--- config.mk ---
export PLATFORM = sky130hd
export DESIGN_NAME = uart_tx_arbiter
export DESIGN_NICKNAME = d
export VERILOG_FILES = /design/src/rtl/uart_tx_arbiter.sv
export SDC_FILE = /design/constraint.sdc
export NUM_CORES = 1
export LEC_CHECK = 0
export CAP_MARGIN = 15
export CORE_ASPECT_RATIO = 0.7
export CORE_UTILIZATION = 35
export CTS_BUF_LIST = sky130_fd_sc_hd__clkbuf_2 sky130_fd_sc_hd__clkbuf_4 sky130_fd_sc_hd__clkbuf_8
export CTS_CLUSTER_DIAMETER = 60
export DETAILED_ROUTE_END_ITERATION = 6
export SYNTH_ARGS = -nofsm -noshare
export SYNTH_HDL_FRONTEND = slang
export SYNTH_SLANG_ARGS = --single-unit
export TNS_END_PERCENT = 100
--- constraint.sdc ---
create_clock -name clk -period 2.3 [get_ports clk]
set_clock_uncertainty 0.1 [all_clocks]
set_input_delay 0.345 -clock clk [delete_from_list [all_inputs] [get_ports clk]]
set_output_delay 0.345 -clock clk [all_outputs]
set_load 0.01 [all_outputs]
--- src/rtl/uart_tx_arbiter.sv ---
// uart_tx_arbiter: round-robin sharing of one UART transmitter with inter-frame gap and WAIT watchdog
module uart_tx_arbiter #(
    parameter int NUM_REQ        = 4,
    parameter int DATA_W         = 8,
    parameter int GAP_CYCLES     = 2,
    parameter int TIMEOUT_CYCLES = 1048575,
    localparam int IW            = $clog2(NUM_REQ)
) (
    input  logic                      clk,
    input  logic                      reset,
    input  logic [NUM_REQ-1:0]        req,
    input  logic [NUM_REQ*DATA_W-1:0] req_data,
    output logic [NUM_REQ-1:0]        ack,
    output logic                      tx_start,
    output logic [DATA_W-1:0]         tx_data,
    input  logic                      tx_busy,
    input  logic                      tx_done,
    output logic [IW-1:0]             grant_id,
    output logic                      active,
    output logic [15:0]               frame_count,
    output logic                      timeout_err
);
    localparam int GW = (GAP_CYCLES > 1) ? $clog2(GAP_CYCLES) : 1;
    typedef enum logic [1:0] {IDLE, WAIT, GAP} state_t;
    localparam state_t AFTER_WAIT = (GAP_CYCLES == 0) ? IDLE : GAP;
    state_t state_q, state_d;
    logic [IW-1:0] rr_ptr_q, rr_ptr_d, grant_id_q, grant_id_d, win, idx;
    logic [NUM_REQ-1:0] ack_q, ack_d;
    logic tx_start_q, tx_start_d, timeout_err_q, timeout_err_d;
    logic [DATA_W-1:0] tx_data_q, tx_data_d;
    logic [15:0] frame_count_q, frame_count_d;
    logic [19:0] wd_q, wd_d;
    logic [GW-1:0] gap_q, gap_d;
    // Scan from the lowest offset last so the first requester at or after rr_ptr wins.
    always_comb begin
        win = '0;
        idx = '0;
        for (int i = NUM_REQ - 1; i >= 0; i--) begin
            idx = IW'((int'(rr_ptr_q) + i) % NUM_REQ);
            if (req[idx]) win = idx;
        end
    end
    always_comb begin
        state_d       = state_q;
        rr_ptr_d      = rr_ptr_q;
        ack_d         = '0;
        tx_start_d    = 1'b0;
        tx_data_d     = tx_data_q;
        grant_id_d    = grant_id_q;
        frame_count_d = frame_count_q;
        timeout_err_d = timeout_err_q;
        wd_d          = '0;
        gap_d         = '0;
        case (state_q)
            IDLE: begin
                if (|req && !tx_busy) begin
                    state_d    = WAIT;
                    rr_ptr_d   = IW'((int'(win) + 1) % NUM_REQ);
                    ack_d      = NUM_REQ'(1) << win;
                    tx_start_d = 1'b1;
                    tx_data_d  = req_data[win*DATA_W +: DATA_W];
                    grant_id_d = win;
                end
            end
            WAIT: begin
                wd_d = wd_q + 20'd1;
                if (tx_done) begin
                    frame_count_d = frame_count_q + 16'd1;
                    state_d       = AFTER_WAIT;
                    wd_d          = '0;
                end else if (wd_d == 20'(TIMEOUT_CYCLES)) begin
                    timeout_err_d = 1'b1;
                    state_d       = AFTER_WAIT;
                    wd_d          = '0;
                end
            end
            GAP: begin
                gap_d   = (gap_q == GW'(GAP_CYCLES - 1)) ? '0 : gap_q + GW'(1);
                state_d = (gap_q == GW'(GAP_CYCLES - 1)) ? IDLE : GAP;
            end
            default: state_d = IDLE;
        endcase
    end
    always_ff @(posedge clk) begin
        if (reset) begin
            state_q       <= IDLE;
            rr_ptr_q      <= '0;
            ack_q         <= '0;
            tx_start_q    <= 1'b0;
            tx_data_q     <= '0;
            grant_id_q    <= '0;
            frame_count_q <= '0;
            timeout_err_q <= 1'b0;
            wd_q          <= '0;
            gap_q         <= '0;
        end else begin
            state_q       <= state_d;
            rr_ptr_q      <= rr_ptr_d;
            ack_q         <= ack_d;
            tx_start_q    <= tx_start_d;
            tx_data_q     <= tx_data_d;
            grant_id_q    <= grant_id_d;
            frame_count_q <= frame_count_d;
            timeout_err_q <= timeout_err_d;
            wd_q          <= wd_d;
            gap_q         <= gap_d;
        end
    end
    assign ack         = ack_q;
    assign tx_start    = tx_start_q;
    assign tx_data     = tx_data_q;
    assign grant_id    = grant_id_q;
    assign active      = (state_q != IDLE);
    assign frame_count = frame_count_q;
    assign timeout_err = timeout_err_q;
endmodule

==> results.json <==
{
  "status": "complete, no violations",
  "synth_ff_type": "dfxtp_1",
  "p_switching_uw": 548,
  "synth_top_family_by_area": "simple AND/OR/NAND/NOR gates",
  "yosys.area_share.simple": 0.266,
  "layout_common_cells": "72 x clkdlybuf4s50_1, 55 x dfxtp_1, 34 x nor2_1",
  "p_clk_frac": 0.441,
  "synthAdderAreaFrac": 0.0135,
  "synth-async-reset-ratio": 0,
  "grt_remaining_overflow": 0,
  "seq_area_um2": 1150,
  "gp_congestion": 0.882,
  "final_common_cell": "clkdlybuf4s50_1",
  "critPathMaxStageDelay_ns": 0.44,
  "cts_tree": "yes",
  "p_int_uw": 1920,
  "avgViaCountPerCell": 4.93,
  "drtIter0Drc": 153,
  "nFillCells": 691,
  "fp.dieW_um": 109,
  "io_buffers": 72,
  "ios": 73,
  "place_area_um2": 3820,
  "core_um2": 7510,
  "diodes": 0,
  "syn_area_per_cell_um2": 8.97,
  "p_seq_frac": 0.423,
  "synth-xor-area-share": 0.0911,
  "crit_path_top_delay_cell": "dfxtp_1",
  "first_global_vias": 2372,
  "syn_nets": 354,
  "switching_share": 0.222,
  "core.rowCount": 26,
  "relSlewSlack": 0.737,
  "cp.arrival_ns": 2.31,
  "clock-root-buffer": "clkbuf_8",
  "cts_sinks": 57,
  "synth_area_um2": 2790,
  "max-cap-violations": 0,
  "finalCritPeriodShare": 0.952,
  "min_from": "gap_q$_SDFF_PP0_",
  "syn_to_final_growth_pct": 48.0,
  "fin_crit_ns": 2.19,
  "multi_input_area_um2": 1620,
  "p_per_area_nw_per_um2": 599,
  "irDropWorstVdd_mv": 0.351,
  "nets": 454,
  "drtAntennaViolNets": 0,
  "grt_max_degree": 23,
  "drv_slew": 0,
  "finalHoldViolations": 0,
  "cp-end-kind": "flip-flop",
  "drt-total-wl_um": 6860,
  "h-tree-depth": 3,
  "critPathMaxFanout": 8,
  "yosys_warnings": 0,
  "min_path_type": "flip-flop to flip-flop",
  "grt_use_total": 0.176,
  "routedWlPerCell_um": 13.4,
  "start_util": 0.371,
  "synth_compound_area_frac": 0.127,
  "muxShareOfSynthArea": 0.0646,
  "yosysSeqAreaShare": 0.409,
  "r2r-start": "wd_q[2]$_SDFF_PP0_",
  "dr_total_vias": 2527,
  "worst_slew_pin_slew_ns": 0.389,
  "grt_first_pass_wirelength_um": 11300,
  "cts_buffers": 9,
  "dr.pass1.iters": 4,
  "clockBufferDepth": 2,
  "synth_cell_type_count": 49,
  "antenna_found_initial": 0,
  "dp_hpwl_um": 5160,
  "drc": 0,
  "fp.dieH_um": 76.7,
  "dieArea_um2": 8330,
  "combPwrFrac": 0.136,
  "fmax_ghz": 0.457,
  "synth_edf_count": 0,
  "cts_hold_buf": 0,
  "synthCells": 311,
  "crit_chain": "nand3_2, buf_4, nor3_1, o221a_2, nand3_1, o31ai_4, buf_6, a21oi_1",
  "synth-seq-cells": 57,
  "final_cell_area_um2": 4130,
  "clk_pin_slew_ns": 0.06,
  "finalSetupViolCount": 0,
  "cp.required_ns": 2.42,
  "critPathLaunchType": "flip-flop",
  "drive_gt1_frac": 0.181,
  "total_power_uw": 2470,
  "leakagePower_uw": 0.00155,
  "clkLatencyLatePin_ns": 0.33,
  "startpoint": "wd_q[2]$_SDFF_PP0_",
  "worstSetupPathType": "flip-flop to flip-flop"
}
final timing paths:
path	cells past startpoint	end	slack, ns
min	1	gap_q$_SDFF_PP0_	0.31
min reg2reg	1	gap_q$_SDFF_PP0_	0.31
max	8	wd_q[2]$_SDFF_PP0_	0.11
max reg2reg	8	wd_q[2]$_SDFF_PP0_	0.11
layout make-up:
cell class | instances | area share
Multi-Input combinational cell | 234 | 0.393
Tap cell | 98 | 0.0297
Clock buffer | 13 | 0.0418
Clock inverter | 2 | 0.0145
Timing Repair Buffer | 101 | 0.235
Inverter | 8 | 0.00727
Sequential cell | 57 | 0.278
power by group through the flow:
| stage | Sequential, uW | Combinational, uW | Clock (uW) |
|---|---|---|---|
| 2_1_floorplan | 1080 | 140 | 0 |
| 3_3_place_gp | 1070 | 338 | 0 |
| 3_5_place_dp | 1070 | 337 | 0 |
| 4_1_cts | 1050 | 339 | 1120 |
| 5_1_grt | 1050 | 367 | 1160 |
| 6_report | 1050 | 337 | 1090 |
worst max-delay path, delay by kind of cell, from the launching register on:
| kind | cells | cell delay (ns) |
|---|---|---|
| flip-flops | 1 | 0.44 |
| AND/OR/NAND/NOR | 3 | 0.47 |
| buffers and inverters | 2 | 0.40 |
| AO/OA/AOI/OAI | 3 | 0.68 |
cells in the mapped netlist (2+ instances only):
cell type | instances | area [um^2]
nand4b_1 | 2 | 17.5
or3_1 | 6 | 37.5
nand2b_1 | 3 | 18.8
nor4_1 | 3 | 18.8
nand3b_1 | 9 | 67.6
mux2i_1 | 18 | 180
ha_1 | 3 | 37.5
nand3_1 | 6 | 30.0
nor3b_1 | 2 | 15.0
dfxtp_1 | 57 | 1140
nor2_1 | 34 | 128
nor3_1 | 5 | 25.0
and3_1 | 6 | 37.5
o221ai_1 | 9 | 78.8
xor2_1 | 18 | 158
a21oi_1 | 13 | 65.1
inv_1 | 8 | 30.0
nand4_1 | 9 | 56.3
or2_2 | 3 | 18.8
a211oi_1 | 3 | 22.5
xnor2_1 | 11 | 96.3
clkbuf_1 | 11 | 41.3
o22ai_1 | 3 | 18.8
nand2_1 | 23 | 86.3
nor2b_1 | 6 | 37.5
nor2_2 | 10 | 62.6
o21ai_0 | 8 | 40.0
metal layers:
metal / vias to the layer above / global-route usage / share of wire
met5: - / 0 / 0
met4: 0 / 0.0365 / 0.0052
met3: 4 / 0.0884 / 0.11
met2: 94 / 0.243 / 0.40
met1: 1124 / 0.243 / 0.49
li1: 1305 / - / -
cells by family after synthesis:
kind of cell,after synthesis
xor gates and xnor gates,29
DFF,57
AOI/OAI and AO/OA,48
buffers and inverters,20
and+or+nand+nor,136
adders and majority gates,3
muxes,18
sequential cells by signal (all words and copies together) (netlist names):
| name | flops |
|---|---|
| wd_q | 20 |
| frame_count | 16 |
| tx_data | 8 |
| ack | 4 |
| grant_id | 2 |
| rr_ptr_q | 2 |
| state_q | 2 |
| gap_q | 1 |
| timeout_err | 1 |
| tx_start | 1 |
repair_timing:
item | 4_1_cts | 5_1_grt
gates resized for setup | 4 | 11
setup buffers | 0 | 1
endpoints found under the setup margin | 16 | 20
pin swaps | 1 | 7
through the flow:
stage	setup WS (ns)	instances	util	hold WS, ns	TNS, ns
floorplan	0.0814	311	-	0.293	0
global placement	0.0871	497	0.508	0.301	0
detailed placement	-0.0770	497	0.508	0.307	-0.181
CTS	0.0379	512	0.541	0.317	0
global route	-0.00396	513	0.549	0.327	-0.00524
finish	0.109	513	0.549	0.313	0
Note: power is estimated with default switching activity, not from simulation.
